==> src/rtl/key_sw_dev_if.sv <==
// key_sw_dev_if
//   Processor data-memory bus to the key/switch peripheral.
//   Parameter DBITS : data and address bus width (16).
//   Signals:
//     abus  address from the processor M stage
//     din   store data
//     we    store strobe
//     re    load strobe, used only for read side effects
//     dout  read data, combinational from abus
//     sel   high when abus hits one of the peripheral addresses
//   Modports: master (processor side), slave (peripheral side).
interface key_sw_dev_if #(
  parameter int DBITS = 16
);
  logic [DBITS-1:0] abus;
  logic [DBITS-1:0] din;
  logic             we;
  logic             re;
  logic [DBITS-1:0] dout;
  logic             sel;

  modport master (
    output abus, din, we, re,
    input  dout, sel
  );

  modport slave (
    input  abus, din, we, re,
    output dout, sel
  );
endinterface

==> src/rtl/key_sw_dev.sv <==
// key_sw_dev
//   Memory-mapped push-button / slide-switch peripheral with debouncing.
//   Register map:
//     FFF0 KDATA (RO) {12'b0, keys}
//     FFF2 SDATA (RO) {6'b0, switches}
//     FFF4 KCTRL      bit0 READY, bit2 OVERRUN, bit8 IE
//     FFF6 SCTRL      bit0 READY, bit2 OVERRUN, bit8 IE
//   Any other address: sel = 0, dout = 16'hDEAD.
//   Parameters:
//     DBITS  : bus width (16)
//     DEBCYC : cycles an input must be stable before it commits (2..65535)
//   Ports:
//     clk    sole clock, rising edge
//     reset  synchronous, active-high reset
//     bus    key_sw_dev_if slave modport (abus, din, we, re, dout, sel)
//     key    raw push-buttons, asynchronous, active-low
//     sw     raw slide switches, asynchronous
//     intr   registered interrupt request
//   Configuration macro KSW_INTR_EN:
//     defined   -> IE bits are writable and intr is driven from READY & IE
//     undefined -> IE reads 0, writes to IE are ignored, intr is constant 0
module key_sw_dev #(
  parameter int DBITS  = 16,
  parameter int DEBCYC = 50000
) (
  input  logic          clk,
  input  logic          reset,
  key_sw_dev_if.slave   bus,
  input  logic [3:0]    key,
  input  logic [9:0]    sw,
  output logic          intr
);

  // Group 0 = keys (low 4 bits of a 10-bit lane), group 1 = switches.
  localparam int          NGRP    = 2;
  localparam logic [15:0] CNT_MAX = 16'(DEBCYC - 1);

  logic [15:0]     addr;
  logic [9:0]      raw_in [NGRP];
  logic [9:0]      comm_q [NGRP];
  logic [NGRP-1:0] ready_q;
  logic [NGRP-1:0] ovr_q;
  logic [NGRP-1:0] ie_q;

  assign addr      = 16'(bus.abus);
  assign raw_in[0] = {6'b0, key};
  assign raw_in[1] = sw;

  genvar gi;
  generate
    for (gi = 0; gi < NGRP; gi++) begin : g_grp
      localparam logic [9:0]  RST_VAL   = (gi == 0) ? 10'h00F : 10'h000;
      localparam logic [15:0] DATA_ADDR = 16'hFFF0 + 16'(2 * gi);
      localparam logic [15:0] CTRL_ADDR = 16'hFFF4 + 16'(2 * gi);

      logic [9:0]  sync1_reg;
      logic [9:0]  sync2_reg;
      logic [9:0]  cand_reg;
      logic [9:0]  comm_reg;
      logic [15:0] cnt_reg;
      logic        ready_reg;
      logic        ready_next;
      logic        ovr_reg;
      logic        ovr_next;
      logic        commit;
      logic        rd_clr;
      logic        wr_ctl;
      logic        ready_clr;

      // One counter and one candidate per group: any bit change in the
      // synchronized value restarts the stability window for the whole group.
      always_ff @(posedge clk) begin
        if (reset) begin
          sync1_reg <= RST_VAL;
          sync2_reg <= RST_VAL;
          cand_reg  <= RST_VAL;
          comm_reg  <= RST_VAL;
          cnt_reg   <= '0;
        end else begin
          sync1_reg <= raw_in[gi];
          sync2_reg <= sync1_reg;
          if (sync2_reg != cand_reg) begin
            cand_reg <= sync2_reg;
            cnt_reg  <= '0;
          end else if (cand_reg != comm_reg) begin
            // Counter stops at its maximum; it is only cleared by a new candidate.
            if (cnt_reg == CNT_MAX) begin
              comm_reg <= cand_reg;
            end else begin
              cnt_reg <= cnt_reg + 16'd1;
            end
          end
        end
      end

      assign commit = (sync2_reg == cand_reg) && (cand_reg != comm_reg) &&
                      (cnt_reg == CNT_MAX);
      assign rd_clr    = bus.re && (addr == DATA_ADDR);
      assign wr_ctl    = bus.we && (addr == CTRL_ADDR);
      assign ready_clr = rd_clr || (wr_ctl && !bus.din[0]);

      // A new event always wins over a clear. OVERRUN only flags an event
      // that lands on an unacknowledged one, so a same-cycle clear of READY
      // counts as the acknowledgement.
      always_comb begin
        ready_next = ready_reg;
        ovr_next   = ovr_reg;
        if (wr_ctl && !bus.din[2]) begin
          ovr_next = 1'b0;
        end
        if (commit && ready_reg && !ready_clr) begin
          ovr_next = 1'b1;
        end
        if (ready_clr) begin
          ready_next = 1'b0;
        end
        if (commit) begin
          ready_next = 1'b1;
        end
      end

      always_ff @(posedge clk) begin
        if (reset) begin
          ready_reg <= 1'b0;
          ovr_reg   <= 1'b0;
        end else begin
          ready_reg <= ready_next;
          ovr_reg   <= ovr_next;
        end
      end

`ifdef KSW_INTR_EN
      logic ie_reg;

      always_ff @(posedge clk) begin
        if (reset) begin
          ie_reg <= 1'b0;
        end else if (wr_ctl) begin
          ie_reg <= bus.din[8];
        end
      end

      assign ie_q[gi] = ie_reg;
`else
      assign ie_q[gi] = 1'b0;
`endif

      assign comm_q[gi]  = comm_reg;
      assign ready_q[gi] = ready_reg;
      assign ovr_q[gi]   = ovr_reg;
    end
  endgenerate

  // Read mux
  logic [15:0] rd_data;
  logic        sel_int;

  always_comb begin
    rd_data = 16'hDEAD;
    sel_int = 1'b0;
    case (addr)
      16'hFFF0: begin
        rd_data = {12'b0, comm_q[0][3:0]};
        sel_int = 1'b1;
      end
      16'hFFF2: begin
        rd_data = {6'b0, comm_q[1]};
        sel_int = 1'b1;
      end
      16'hFFF4: begin
        rd_data = {7'b0, ie_q[0], 5'b0, ovr_q[0], 1'b0, ready_q[0]};
        sel_int = 1'b1;
      end
      16'hFFF6: begin
        rd_data = {7'b0, ie_q[1], 5'b0, ovr_q[1], 1'b0, ready_q[1]};
        sel_int = 1'b1;
      end
      default: begin
        rd_data = 16'hDEAD;
        sel_int = 1'b0;
      end
    endcase
  end

  assign bus.dout = DBITS'(rd_data);
  assign bus.sel  = sel_int;

`ifdef KSW_INTR_EN
  logic intr_reg;

  always_ff @(posedge clk) begin
    if (reset) begin
      intr_reg <= 1'b0;
    end else begin
      intr_reg <= |(ready_q & ie_q);
    end
  end

  assign intr = intr_reg;

  logic unused_bits;
  assign unused_bits = ^{bus.din[15:9], bus.din[7:3], bus.din[1], comm_q[0][9:4]};
`else
  assign intr = 1'b0;

  logic unused_bits;
  assign unused_bits = ^{bus.din[15:3], bus.din[1], comm_q[0][9:4]};
`endif

endmodule

==> src/flat_wrapper.sv <==
// flat-port wrapper written by rule: the top's interface ports become plain ports
module key_sw_dev_flat 
#(
  parameter int DBITS  = 16,
  parameter int DEBCYC = 50000
)
  (clk, reset, key, sw, intr, bus_abus, bus_din, bus_we, bus_re, bus_dout, bus_sel);
  key_sw_dev_if #(.DBITS(DBITS)) bus_i ();
  input  logic clk;
  input  logic reset;
  input  logic [3:0] key;
  input  logic [9:0] sw;
  output logic intr;
  input wire logic [$bits(bus_i.abus)-1:0] bus_abus;
  input wire logic [$bits(bus_i.din)-1:0] bus_din;
  input wire logic [$bits(bus_i.we)-1:0] bus_we;
  input wire logic [$bits(bus_i.re)-1:0] bus_re;
  output wire logic [$bits(bus_i.dout)-1:0] bus_dout;
  output wire logic [$bits(bus_i.sel)-1:0] bus_sel;
  assign bus_i.abus = bus_abus;
  assign bus_i.din = bus_din;
  assign bus_i.we = bus_we;
  assign bus_i.re = bus_re;
  assign bus_dout = bus_i.dout;
  assign bus_sel = bus_i.sel;
  key_sw_dev #(.DBITS(DBITS), .DEBCYC(DEBCYC)) u_core (.clk(clk), .reset(reset), .bus(bus_i), .key(key), .sw(sw), .intr(intr));
endmodule
==> config.mk <==
export PLATFORM = sky130hd
export DESIGN_NAME = key_sw_dev_flat
export DESIGN_NICKNAME = d
export VERILOG_FILES = /design/src/rtl/key_sw_dev_if.sv /design/src/rtl/key_sw_dev.sv /design/src/flat_wrapper.sv
export SDC_FILE = /design/constraint.sdc
export NUM_CORES = 1
export LEC_CHECK = 0
export ABC_AREA = 1
export CAP_MARGIN = 15
export CORE_MARGIN = 2
export CORE_UTILIZATION = 59
export DETAILED_ROUTE_END_ITERATION = 12
export PLACE_DENSITY_LB_ADDON = 0.25
export SYNTH_ARGS = -nofsm -noshare
export SYNTH_HDL_FRONTEND = slang
export SYNTH_SLANG_ARGS = --single-unit
==> constraint.sdc <==
create_clock -name clk -period 5.19 [get_ports clk]
set_input_delay 1.038 -clock clk [delete_from_list [all_inputs] [get_ports clk]]
set_output_delay 1.038 -clock clk [all_outputs]
set_load 0.1 [all_outputs]
==> flow_metrics.py <==
metrics = {
    "logic_synthesis": {
        "yosys.cell_types.count": 33,
        "synth_area_leaders": "dfxtp_1, nand2_1, nor2_1",
        "synth-seq-cells": 92,
        "synth_cells": 716,
        "netlist_area_sq_mm": 0.004701,
        "yosys.area.top_type": "dfxtp_1",
        "yosysSeqAreaShare_pct": 39.18,
        "syn_avg_cell_area_sq_um": 6.565,
        "yosys_warnings": 0,
        "yosys.area.top_type_share_pct": 39.18,
    },
    "cts": {
        "cts_sinks": 92,
        "cts_resized": 0,
        "post_cts_buffers": 0,
        "h-tree-depth": 3,
        "cts_buffers": 9,
        "cts_hold_buf": 0,
        "cts-root-buf": "clkbuf_8",
        "cts_tree": "done",
        "cts_buffer_depth": 2,
        "cts.reportedPaths.clkPinSlew_ns": 0.10,
        "clk_latency_ns": 0.37,
    },
    "worst_setup_path": {
        "rr_worst_depth": 10,
        "r2r_end": "u_core.g_grp[1].cnt_reg[1]$_SDFFE_PP0P_",
        "ff2ff_setup_slack_ns": 2.95,
        "critPathKind": "in2out",
        "worst_setup_path_start_kind": "primary input",
        "cp.arrival_ns": 2.93,
        "critPathMaxFanout": 8,
        "critPathCaptureType": "output pin",
        "critical_path_required_ns": 4.15,
        "reg2reg_from": "u_core.g_grp[1].sync2_reg[3]$_SDFF_PP0_",
    },
    "final_layout": {
        "mostFrequentLayoutCell": "nand2_1",
        "seq_area_sq_mm": 0.001842,
        "fin_util_pct": 69.32,
        "multi_input_area_sq_mm": 0.002313,
        "nets": 810,
        "area_delta_synth_final_pct": 13.95,
        "largest_reg_flops": 32,
        "final_cell_mix": "nand2_1, nor2_1, inv_1, dfxtp_1, nand3_1",
        "n_fill_cell": 678,
        "drive_above_1_share_pct": 9.830,
        "insertedDiodeCount": 0,
    },
    "sta": {
        "maxSlewViolCount": 0,
        "max_clock_freq_ghz": 0.2520,
        "finClkSkew_ns": 0.01284,
        "relSlewSlack_pct": 47.21,
        "finalSetupViolations": 0,
        "hold_ws_ns": 0.4059,
        "hold_violations": 0,
        "fin_crit_sh_pct": 76.46,
        "period_needed_ns": 3.968,
        "rsz0062_at_grt": "no",
        "tns_ns": 0,
        "tightest_slew_ns": 0.7889,
    },
    "outcome": {
        "status": "complete, no violations",
    },
    "pwr": {
        "comb_power_share_pct": 9.5,
        "ir_drop_mv": 0.1928,
        "seq_power_share_pct": 55.3,
        "intPower_uw": 953.8,
        "netSwitchingPower_uw": 361.6,
        "switching_share_pct": 27.49,
        "power_density_mw_per_mm2": 245.6,
        "clock_power_share_pct": 35.2,
        "leakagePower_uw": 0.002168,
    },
    "global_routing": {
        "antenna_found_initial": 0,
        "grt_pass1_vias": 4141,
        "grt_pass1_wl_mm": 17.13,
        "grt_util_all_layers_pct": 23.89,
        "overflow": 0,
        "grt_max_degree": 43,
    },
    "worst_hold_path": {
        "worst_hold_startpoint": "u_core.g_grp[1].sync1_reg[0]$_SDFF_PP0_",
        "min_path_type": "reg2reg",
        "hold_path_end": "u_core.g_grp[1].sync2_reg[0]$_SDFF_PP0_",
        "min_delay_path_depth": 2,
    },
    "route": {
        "post_drt_wl_per_cell_um": 11.51,
        "drt_wl_total_mm": 9.958,
        "vias_per_cell": 5.068,
        "routed-via-count": 4384,
        "drcViolationCount": 0,
        "drt_iter0_drc": 200,
        "postRouteAntennaNets": 0,
        "first_pass_iters": 4,
    },
    "place": {
        "gp_congestion": 0.9127,
        "port_buffers": 51,
        "hpwl_mm": 7.126,
    },
    "floorplan": {
        "start_util_pct": 60.83,
        "die_h_um": 93.26,
        "die_w_um": 93.26,
        "core_area_sq_mm": 0.007727,
        "row_count": 32,
        "die_area_sq_mm": 0.008697,
        "io_pins": 68,
    },
    "flow_run": {
        "drv_cap": 0,
    },
}
-- worst max-delay path by stage --
stage,from,endpoint,slack [ns],depth (start not counted)
finish,bus_abus[8],bus_dout[11],1.22,11
global route,bus_abus[9],bus_dout[12],0.98,11
CTS,bus_abus[9],bus_dout[11],1.21,11
detailed placement,bus_abus[9],bus_dout[11],1.23,11
global placement,bus_abus[9],bus_dout[10],1.25,11
floorplan,bus_abus[9],bus_dout[11],0.52,10
-- logic make-up after synthesis --
logic type	Yosys count	share of synthesized area (%)
adder cells (fa/ha/maj)	2	0.5323
buffers and inverters	130	11.68
AND/OR/NAND/NOR	424	39.10
flip-flops	92	39.18
other	1	0.07977
XOR/XNOR	26	4.844
AO/OA/AOI/OAI	41	4.578
-- stage by stage --
| stage | cell area (sq um) | std cells | setup slack (ns) | total power, uW |
|---|---|---|---|---|
| after CTS | 5356 | 865 | 1.209 | 1326 |
| after detailed placement | 5166 | 849 | 1.230 | 867.7 |
| final | 5356 | 865 | 1.222 | 1315 |
| after global routing | 5356 | 865 | 0.9832 | 1370 |
| after global placement | 5166 | 849 | 1.254 | 864.1 |
| after floorplan | 4705 | 717 | 0.5187 | 826.7 |
-- worst max-delay path: stages --
cell and delay [ns]:
clkdlybuf4s50_1 0.43, nand2_1 0.07, nor2_1 0.04, nand2_1 0.12
inv_2 0.05, nand2_1 0.09, nor2_2 0.07, inv_1 0.24
nand4_2 0.26, inv_1 0.20, buf_4 0.32
-- per-layer routing --
metal	up-vias	routed length, um	track usage (%)
met5	-	0	0
met4	0	164	8.578
met3	15	441	5.157
met2	97	4858	42.03
met1	1994	4494	28.57
li1	2278	-	-
-- cell type report --
class	count	area share (%)
Inverter	108	7.568
Tap cell	102	2.383
Multi-Input combinational cell	495	43.19
Sequential cell	92	34.38
Timing Repair Buffer	52	8.923
Clock buffer	9	2.313
Clock inverter	7	1.238
-- synthesized netlist by cell type --
library cell	count
nand2_1	191
nor2_1	123
inv_1	93
dfxtp_1	92
nand3_1	39
a21oi_1	27
nand4_1	25
xor2_1	21
nor3_1	14
inv_2	12
or2_2	9
nor2_2	8
buf_4	7
o21ai_0	7
clkbuf_1	6
nand2_2	5
xnor2_1	5
buf_2	4
buf_6	4
o211ai_1	4
clkinv_1	3
o21ai_1	3
ha_1	2
nand4_2	2
nor2_4	2
and2_0	1
and2_2	1
buf_1	1
conb_1	1
nand2_4	1
nand3_2	1
nor3_2	1
nor3b_1	1
-- power by group through the flow --
| stage | clock, uW | combinational, uW | sequential [uW] |
|---|---|---|---|
| floorplan | 0 | 84.7 | 742 |
| global placement | 0 | 121 | 743 |
| detailed placement | 0 | 124 | 744 |
| CTS | 474 | 124 | 728 |
| global route | 501 | 139 | 730 |
| finish | 463 | 125 | 728 |
(Power assumes the default switching activity.)
